<file path="src/rtl/axi_defs.sv">
// Shared AXI4 constants and bridge state encoding for the data-cache bridge.
// Single-beat, single-outstanding transactions only.
package axi_defs;

    typedef enum logic [2:0] {
        IDLE  = 3'd0,
        RD_A  = 3'd1,
        RD_D  = 3'd2,
        WR_AD = 3'd3,
        WR_B  = 3'd4,
        DONE  = 3'd5
    } state_t;

    localparam logic [7:0] LEN_SINGLE   = 8'd0;
    localparam logic [1:0] BURST_INCR   = 2'b01;
    localparam logic [1:0] RESP_OKAY    = 2'b00;
    localparam logic       LOCK_NORMAL  = 1'b0;
    localparam logic [3:0] CACHE_NONE   = 4'b0000;
    localparam logic [2:0] PROT_NONE    = 3'b000;
    localparam logic       WLAST_SINGLE = 1'b1;

    function automatic logic resp_is_err(input logic [1:0] resp);
        return resp != RESP_OKAY;
    endfunction

endpackage

</file>
<file path="src/rtl/d_cache_axi_bridge_if.sv">
// Cache request port plus AXI4 master channels of the data-cache bridge.
// master = bridge view; slave = cache + interconnect view.
interface d_cache_axi_bridge_if #(parameter int A_WIDTH = 32);

    logic [A_WIDTH-1:0] c_a;
    logic [31:0]        c_din;
    logic [31:0]        c_dout;
    logic               c_strobe;
    logic [3:0]         c_wen;
    logic [1:0]         c_size;
    logic               c_rw;
    logic               c_ready;
    logic               bus_err;

    logic [3:0]         arid;
    logic [A_WIDTH-1:0] araddr;
    logic [7:0]         arlen;
    logic [2:0]         arsize;
    logic [1:0]         arburst;
    logic               arlock;
    logic [3:0]         arcache;
    logic [2:0]         arprot;
    logic               arvalid;
    logic               arready;
    logic [31:0]        rdata;
    logic [1:0]         rresp;
    logic               rvalid;
    logic               rready;

    logic [3:0]         awid;
    logic [A_WIDTH-1:0] awaddr;
    logic [7:0]         awlen;
    logic [2:0]         awsize;
    logic [1:0]         awburst;
    logic               awlock;
    logic [3:0]         awcache;
    logic [2:0]         awprot;
    logic               awvalid;
    logic               awready;
    logic [31:0]        wdata;
    logic [3:0]         wstrb;
    logic               wlast;
    logic               wvalid;
    logic               wready;
    logic [1:0]         bresp;
    logic               bvalid;
    logic               bready;

    modport master (
        input  c_a, c_din, c_strobe, c_wen, c_size, c_rw,
        output c_dout, c_ready, bus_err,
        output arid, araddr, arlen, arsize, arburst, arlock, arcache, arprot, arvalid,
        input  arready, rdata, rresp, rvalid,
        output rready,
        output awid, awaddr, awlen, awsize, awburst, awlock, awcache, awprot, awvalid,
        input  awready,
        output wdata, wstrb, wlast, wvalid,
        input  wready, bresp, bvalid,
        output bready
    );

    modport slave (
        output c_a, c_din, c_strobe, c_wen, c_size, c_rw,
        input  c_dout, c_ready, bus_err,
        input  arid, araddr, arlen, arsize, arburst, arlock, arcache, arprot, arvalid,
        output arready, rdata, rresp, rvalid,
        input  rready,
        input  awid, awaddr, awlen, awsize, awburst, awlock, awcache, awprot, awvalid,
        output awready,
        input  wdata, wstrb, wlast, wvalid,
        output wready, bresp, bvalid,
        input  bready
    );

endinterface

</file>
<file path="src/rtl/d_cache_axi_bridge.sv">
// Turns one cache request into one single-beat AXI4 read or write; min latency 4 cycles strobe->c_ready.
// One transaction in flight; AXI valids are pure state decode and hold until each channel's ready.
module d_cache_axi_bridge
    import axi_defs::*;
#(
    parameter int         A_WIDTH = 32,
    parameter logic [3:0] AXI_ID  = 4'd1
) (
    input  logic                 clk,
    input  logic                 clrn,
    d_cache_axi_bridge_if.master bus
);

    state_t             state, state_nxt;
    logic [A_WIDTH-1:0] addr_q;
    logic [31:0]        din_q;
    logic [3:0]         wen_q;
    logic [1:0]         size_q;
    logic [31:0]        dout_q;
    logic               err_q;
    logic               aw_done, w_done;

    always_ff @(posedge clk or negedge clrn) begin
        if (!clrn) state <= IDLE;
        else       state <= state_nxt;
    end

    always_comb begin
        state_nxt = state;
        case (state)
            IDLE:    if (bus.c_strobe) state_nxt = bus.c_rw ? WR_AD : RD_A;
            RD_A:    if (bus.arready)  state_nxt = RD_D;
            RD_D:    if (bus.rvalid)   state_nxt = DONE;
            // AW and W may complete in either order or together
            WR_AD:   if ((aw_done || bus.awready) && (w_done || bus.wready)) state_nxt = WR_B;
            WR_B:    if (bus.bvalid)   state_nxt = DONE;
            DONE:    state_nxt = IDLE;
            default: state_nxt = IDLE;
        endcase
    end

    always_ff @(posedge clk or negedge clrn) begin
        if (!clrn) begin
            addr_q  <= '0;
            din_q   <= '0;
            wen_q   <= '0;
            size_q  <= '0;
            dout_q  <= '0;
            err_q   <= 1'b0;
            aw_done <= 1'b0;
            w_done  <= 1'b0;
        end else begin
            case (state)
                IDLE: if (bus.c_strobe) begin
                    addr_q  <= bus.c_a;
                    din_q   <= bus.c_din;
                    wen_q   <= bus.c_wen;
                    size_q  <= bus.c_size;
                    err_q   <= 1'b0;
                    aw_done <= 1'b0;
                    w_done  <= 1'b0;
                end
                RD_D: if (bus.rvalid) begin
                    dout_q <= bus.rdata;
                    err_q  <= resp_is_err(bus.rresp);
                end
                WR_AD: begin
                    if (!aw_done && bus.awready) aw_done <= 1'b1;
                    if (!w_done && bus.wready)   w_done  <= 1'b1;
                end
                WR_B: if (bus.bvalid) err_q <= resp_is_err(bus.bresp);
                default: ;
            endcase
        end
    end

    assign bus.c_dout  = dout_q;
    assign bus.c_ready = (state == DONE);
    assign bus.bus_err = (state == DONE) && err_q;

    assign bus.arid    = AXI_ID;
    assign bus.araddr  = addr_q;
    assign bus.arlen   = LEN_SINGLE;
    assign bus.arsize  = {1'b0, size_q};
    assign bus.arburst = BURST_INCR;
    assign bus.arlock  = LOCK_NORMAL;
    assign bus.arcache = CACHE_NONE;
    assign bus.arprot  = PROT_NONE;
    assign bus.arvalid = (state == RD_A);
    assign bus.rready  = (state == RD_D);

    assign bus.awid    = AXI_ID;
    assign bus.awaddr  = addr_q;
    assign bus.awlen   = LEN_SINGLE;
    assign bus.awsize  = {1'b0, size_q};
    assign bus.awburst = BURST_INCR;
    assign bus.awlock  = LOCK_NORMAL;
    assign bus.awcache = CACHE_NONE;
    assign bus.awprot  = PROT_NONE;
    assign bus.awvalid = (state == WR_AD) && !aw_done;
    assign bus.wdata   = din_q;
    assign bus.wstrb   = wen_q;
    assign bus.wlast   = WLAST_SINGLE;
    assign bus.wvalid  = (state == WR_AD) && !w_done;
    assign bus.bready  = (state == WR_B);

endmodule

</file>
<file path="src/flat_wrapper.sv">
// flat-port wrapper written by rule: the top's interface ports become plain ports
module d_cache_axi_bridge_flat import axi_defs::*;
#(
    parameter int         A_WIDTH = 32,
    parameter logic [3:0] AXI_ID  = 4'd1
)
  (clk, clrn, bus_c_a, bus_c_din, bus_c_strobe, bus_c_wen, bus_c_size, bus_c_rw, bus_c_dout, bus_c_ready, bus_bus_err, bus_arid, bus_araddr, bus_arlen, bus_arsize, bus_arburst, bus_arlock, bus_arcache, bus_arprot, bus_arvalid, bus_arready, bus_rdata, bus_rresp, bus_rvalid, bus_rready, bus_awid, bus_awaddr, bus_awlen, bus_awsize, bus_awburst, bus_awlock, bus_awcache, bus_awprot, bus_awvalid, bus_awready, bus_wdata, bus_wstrb, bus_wlast, bus_wvalid, bus_wready, bus_bresp, bus_bvalid, bus_bready);
  d_cache_axi_bridge_if #(.A_WIDTH(A_WIDTH)) bus_i ();
  input  logic clk;
  input  logic clrn;
  input wire logic [$bits(bus_i.c_a)-1:0] bus_c_a;
  input wire logic [$bits(bus_i.c_din)-1:0] bus_c_din;
  input wire logic [$bits(bus_i.c_strobe)-1:0] bus_c_strobe;
  input wire logic [$bits(bus_i.c_wen)-1:0] bus_c_wen;
  input wire logic [$bits(bus_i.c_size)-1:0] bus_c_size;
  input wire logic [$bits(bus_i.c_rw)-1:0] bus_c_rw;
  output wire logic [$bits(bus_i.c_dout)-1:0] bus_c_dout;
  output wire logic [$bits(bus_i.c_ready)-1:0] bus_c_ready;
  output wire logic [$bits(bus_i.bus_err)-1:0] bus_bus_err;
  output wire logic [$bits(bus_i.arid)-1:0] bus_arid;
  output wire logic [$bits(bus_i.araddr)-1:0] bus_araddr;
  output wire logic [$bits(bus_i.arlen)-1:0] bus_arlen;
  output wire logic [$bits(bus_i.arsize)-1:0] bus_arsize;
  output wire logic [$bits(bus_i.arburst)-1:0] bus_arburst;
  output wire logic [$bits(bus_i.arlock)-1:0] bus_arlock;
  output wire logic [$bits(bus_i.arcache)-1:0] bus_arcache;
  output wire logic [$bits(bus_i.arprot)-1:0] bus_arprot;
  output wire logic [$bits(bus_i.arvalid)-1:0] bus_arvalid;
  input wire logic [$bits(bus_i.arready)-1:0] bus_arready;
  input wire logic [$bits(bus_i.rdata)-1:0] bus_rdata;
  input wire logic [$bits(bus_i.rresp)-1:0] bus_rresp;
  input wire logic [$bits(bus_i.rvalid)-1:0] bus_rvalid;
  output wire logic [$bits(bus_i.rready)-1:0] bus_rready;
  output wire logic [$bits(bus_i.awid)-1:0] bus_awid;
  output wire logic [$bits(bus_i.awaddr)-1:0] bus_awaddr;
  output wire logic [$bits(bus_i.awlen)-1:0] bus_awlen;
  output wire logic [$bits(bus_i.awsize)-1:0] bus_awsize;
  output wire logic [$bits(bus_i.awburst)-1:0] bus_awburst;
  output wire logic [$bits(bus_i.awlock)-1:0] bus_awlock;
  output wire logic [$bits(bus_i.awcache)-1:0] bus_awcache;
  output wire logic [$bits(bus_i.awprot)-1:0] bus_awprot;
  output wire logic [$bits(bus_i.awvalid)-1:0] bus_awvalid;
  input wire logic [$bits(bus_i.awready)-1:0] bus_awready;
  output wire logic [$bits(bus_i.wdata)-1:0] bus_wdata;
  output wire logic [$bits(bus_i.wstrb)-1:0] bus_wstrb;
  output wire logic [$bits(bus_i.wlast)-1:0] bus_wlast;
  output wire logic [$bits(bus_i.wvalid)-1:0] bus_wvalid;
  input wire logic [$bits(bus_i.wready)-1:0] bus_wready;
  input wire logic [$bits(bus_i.bresp)-1:0] bus_bresp;
  input wire logic [$bits(bus_i.bvalid)-1:0] bus_bvalid;
  output wire logic [$bits(bus_i.bready)-1:0] bus_bready;
  assign bus_i.c_a = bus_c_a;
  assign bus_i.c_din = bus_c_din;
  assign bus_i.c_strobe = bus_c_strobe;
  assign bus_i.c_wen = bus_c_wen;
  assign bus_i.c_size = bus_c_size;
  assign bus_i.c_rw = bus_c_rw;
  assign bus_c_dout = bus_i.c_dout;
  assign bus_c_ready = bus_i.c_ready;
  assign bus_bus_err = bus_i.bus_err;
  assign bus_arid = bus_i.arid;
  assign bus_araddr = bus_i.araddr;
  assign bus_arlen = bus_i.arlen;
  assign bus_arsize = bus_i.arsize;
  assign bus_arburst = bus_i.arburst;
  assign bus_arlock = bus_i.arlock;
  assign bus_arcache = bus_i.arcache;
  assign bus_arprot = bus_i.arprot;
  assign bus_arvalid = bus_i.arvalid;
  assign bus_i.arready = bus_arready;
  assign bus_i.rdata = bus_rdata;
  assign bus_i.rresp = bus_rresp;
  assign bus_i.rvalid = bus_rvalid;
  assign bus_rready = bus_i.rready;
  assign bus_awid = bus_i.awid;
  assign bus_awaddr = bus_i.awaddr;
  assign bus_awlen = bus_i.awlen;
  assign bus_awsize = bus_i.awsize;
  assign bus_awburst = bus_i.awburst;
  assign bus_awlock = bus_i.awlock;
  assign bus_awcache = bus_i.awcache;
  assign bus_awprot = bus_i.awprot;
  assign bus_awvalid = bus_i.awvalid;
  assign bus_i.awready = bus_awready;
  assign bus_wdata = bus_i.wdata;
  assign bus_wstrb = bus_i.wstrb;
  assign bus_wlast = bus_i.wlast;
  assign bus_wvalid = bus_i.wvalid;
  assign bus_i.wready = bus_wready;
  assign bus_i.bresp = bus_bresp;
  assign bus_i.bvalid = bus_bvalid;
  assign bus_bready = bus_i.bready;
  d_cache_axi_bridge #(.A_WIDTH(A_WIDTH), .AXI_ID(AXI_ID)) u_core (.clk(clk), .clrn(clrn), .bus(bus_i));
endmodule
</file>
<file path="config.mk">
export PLATFORM = sky130hd
export DESIGN_NAME = d_cache_axi_bridge_flat
export DESIGN_NICKNAME = d
export VERILOG_FILES = /design/src/rtl/axi_defs.sv /design/src/rtl/d_cache_axi_bridge_if.sv /design/src/rtl/d_cache_axi_bridge.sv /design/src/flat_wrapper.sv
export SDC_FILE = /design/constraint.sdc
export NUM_CORES = 1
export LEC_CHECK = 0
export BUFFER_PORTS_ARGS = -buffer_cell sky130_fd_sc_hd__buf_2
export CORE_AREA = 2 2 119 121
export DETAILED_ROUTE_END_ITERATION = 8
export DIE_AREA = 0 0 121 123
export PLACE_DENSITY = 0.74
export REMOVE_ABC_BUFFERS = 1
export SLEW_MARGIN = 40
export SYNTH_ARGS = -nofsm -noshare
export SYNTH_HDL_FRONTEND = slang
export SYNTH_SLANG_ARGS = --single-unit
export TNS_END_PERCENT = 20
</file>
<file path="constraint.sdc">
create_clock -name clk -period 2 [get_ports clk]
set_clock_uncertainty 0.1 [all_clocks]
set_input_delay 0.1 -clock clk [delete_from_list [all_inputs] [get_ports clk]]
set_output_delay 0.1 -clock clk [all_outputs]
set_load 0.03 [all_outputs]
</file>
==> metrics.csv <==
metric;value;unit
count of different cell masters after synthesis;26;
crit-path leading delay family;simple AND/OR/NAND/NOR gates;
crit path capture type;flip-flop;
register area share after synthesis;0.5619;
layout cell share with drive strength beyond 1;0.5489;
Power Density;1767;mW/mm^2
Final setup violation count;0;
dominant register cell in the synthesized netlist;sky130_fd_sc_hd__dfrtp_1;
Final Cell Area;0.007257;mm^2
# port buffers;257;
critical path startpoint category;flip-flop;
number of nets in the layout;796;
antenna diode count;0;
final routed wire length divided by cell count;14.58;um
number of fill cells;1131;
Maximum Capacitance Violations;0;
per-instance average area after synthesis;13.74;um^2
clock buffer count from CTS;9;
Total Routed Length;12610;um
H-tree depth reported by CTS;3;
root cell of the clock tree;sky130_fd_sc_hd__clkbuf_16;
sequential cell area in the final layout;0.002703;mm^2
Die Span Y;123;um
count of final max-slew check failures;0;
standard cell core area;0.01361;mm^2
Syn Inst Count;350;
run status;completed;
Max Clock Freq;0.5346;GHz
DRC violations left;0;
count of yosys warnings during synthesis;0;
number of sinks on the clock net;108;
Design Power;12820;uW
ANT nets after route;0;
minimum hold slack;0.03098;ns
Initial Util;0.3533;
cell row count;43;
CTS clk-pin slew, worst paths;0.07;ns
number of enable-type register cells in the synthesized netlist;0;
GRT Overall Usage;0.1627;
worst vdd ir;0.001142;V
final clock period utilization by the worst path;0.9352;
estimated wirelength of the detail-placed design;8189;um
maximum number of pins on one net before global-route repair;59;
setup repair after global routing missed its margin;no;
cell at the slowest stage of the critical path;sky130_fd_sc_hd__dfrtp_1;
routed vias/inst;4.316;
clock tree buffer depth;2;
vias;3733;
minimum period implied by the final worst setup slack;1.870;ns
First-pass DRT Iterations;4;
Hold Vio Cnt, Final;0;
delay of the slowest critical-path stage;0.45;ns
leakage power figure;0.003612;uW
instance area after placement;0.005924;mm^2
worst path bufs/invs;1;
Worst Hold Class;in -> reg;
combined area of all synthesized cells;0.004810;mm^2
fraction of synthesis flops using an asynchronous set or reset pin;1.000;
I/O Pins;305;
total die area;0.01488;mm^2
Iter 0 DRT Violations;108;
wire length of the first global-routing pass;18880;um
remaining global-route overflow;0;
critical-path cell list;nand2b_1 -> nor3_4 -> buf_12 -> mux2_2;
number of global-route vias before repair;3877;
Die Width;121;um
layout-stage area growth over the synthesis result;50.88;%
footprint of the multi-input gates;0.001587;mm^2
number of antenna violations at the first check in global routing;0;
Worst-Skew Late Latency;0.34;ns
Routability Congestion;0.9048;
required time of the critical path;2.12;ns
# Post-CTS Setup Buffers;0;
Critical Setup Path Class;reg -> reg;
crit-path max FO;45;
clock tree from TritonCTS;done;
CP arrival;1.99;ns
register bit count reported by yosys;108;
-- sequential cells by signal, indices dropped and copies added (netlist names) --
register           count
u_core.bus.araddr     32
u_core.bus.c_dout     32
u_core.bus.wdata      32
u_core.bus.wstrb       4
u_core.state           3
u_core.size_q          2
u_core.aw_done         1
u_core.err_q           1
u_core.w_done          1
-- final cells by class --
cell class,count,share of cell area
Clock inverter,5,0.007241
Tap cell,180,0.03103
Inverter,1,0.0005172
Timing Repair Buffer,370,0.3372
Sequential cell,108,0.3724
Multi-Input combinational cell,191,0.2186
Clock buffer,10,0.03293
-- cells by family (layout without fill, tap and decap cells) --
group                     Yosys count  count (layout)  share of synthesized area
and+or+nand+nor                    24              24                    0.02680
DFF                               108             108                     0.5619
xor gates and xnor gates            1               1                   0.001821
buffers and inverters              96             386                     0.1446
other                               2              47                   0.001561
AOI/OAI and AO/OA                  15              15                    0.01977
muxes                             104             104                     0.2435
-- synth_stat cells (2+ instances only) --
| cell type | count | area, um^2 |
|---|---|---|
| sky130_fd_sc_hd__and3_1 | 3 | 18.77 |
| sky130_fd_sc_hd__mux2_2 | 93 | 1047 |
| sky130_fd_sc_hd__conb_1 | 2 | 7.510 |
| sky130_fd_sc_hd__buf_4 | 84 | 630.6 |
| sky130_fd_sc_hd__nand2_1 | 2 | 7.510 |
| sky130_fd_sc_hd__nor3_1 | 2 | 10.01 |
| sky130_fd_sc_hd__nor2_1 | 10 | 37.54 |
| sky130_fd_sc_hd__buf_2 | 10 | 50.05 |
| sky130_fd_sc_hd__and2_1 | 2 | 12.51 |
| sky130_fd_sc_hd__a21oi_1 | 4 | 20.02 |
| sky130_fd_sc_hd__o21ai_0 | 5 | 25.02 |
| sky130_fd_sc_hd__nand2b_1 | 2 | 12.51 |
| sky130_fd_sc_hd__mux2_1 | 11 | 123.9 |
| sky130_fd_sc_hd__dfrtp_1 | 108 | 2703 |
-- stage by stage --
step	TNS [ns]	worst slack, ns	cells	utilization
after floorplan	-156.16	-2.055	300	-
after global placement	0	0.2050	746	0.4352
after detailed placement	0	0.1509	746	0.4352
after CTS	0	0.1290	865	0.5331
after global routing	0	0.04173	865	0.5331
final	0	0.1296	865	0.5331
-- power by group --
part           switching, uW  leakage (uW)  internal, uW
Clock                    762      0.000144           992
Sequential               709       0.00128          3310
Combinational           4590       0.00218          2460
-- worst register-to-register path, stage by stage, from the launching register on --
cell,delay [ns]
sky130_fd_sc_hd__dfrtp_1,0.45
sky130_fd_sc_hd__nand2b_1,0.26
sky130_fd_sc_hd__nor3_4,0.26
sky130_fd_sc_hd__buf_12,0.27
sky130_fd_sc_hd__mux2_2,0.41
-- layer usage --
layer	GRT usage	share of wire	up-vias
li1	-	-	1727
met1	0.1739	0.36	1792
met2	0.3023	0.54	186
met3	0.03229	0.061	28
met4	0.08576	0.029	0
met5	0	0	-
-- path summary, 6_finish.rpt --
path	slack, ns	cells after the start	from	endpoint
max	0.13	4	u_core.state[2]	u_core.bus.araddr[15]
min	0.03	3	bus_wready	u_core.w_done
max reg2reg	0.13	4	u_core.state[2]	u_core.bus.araddr[15]
min reg2reg	0.38	1	u_core.bus.c_dout[19]	u_core.bus.c_dout[19]
max in group asynchronous	1.00	3	clrn	u_core.bus.araddr[29]
min in group asynchronous	0.12	2	clrn	u_core.bus.c_dout[18]
-- repair_timing --
item	CTS	global route
hold buffers	104	0
gates resized for setup	0	0
hold endpoints to repair	211	0
setup endpoints to repair	0	0
-- cell usage in the layout, fill, tap and decap left out, types with 2 or more instances in the layout --
cell,n
sky130_fd_sc_hd__mux2_2,93
sky130_fd_sc_hd__a21oi_1,4
sky130_fd_sc_hd__mux2_1,11
sky130_fd_sc_hd__nand2_1,2
sky130_fd_sc_hd__buf_12,4
sky130_fd_sc_hd__clkinv_2,3
sky130_fd_sc_hd__clkbuf_16,9
sky130_fd_sc_hd__o21ai_0,5
sky130_fd_sc_hd__and3_1,3
sky130_fd_sc_hd__nand2b_1,2
sky130_fd_sc_hd__conb_1,47
sky130_fd_sc_hd__dlygate4sd3_1,104
sky130_fd_sc_hd__nor2_1,10
sky130_fd_sc_hd__buf_4,6
sky130_fd_sc_hd__buf_2,256
sky130_fd_sc_hd__dfrtp_1,108
sky130_fd_sc_hd__nor3_1,2
sky130_fd_sc_hd__and2_1,2
Note: power is estimated with default switching activity, not from simulation.
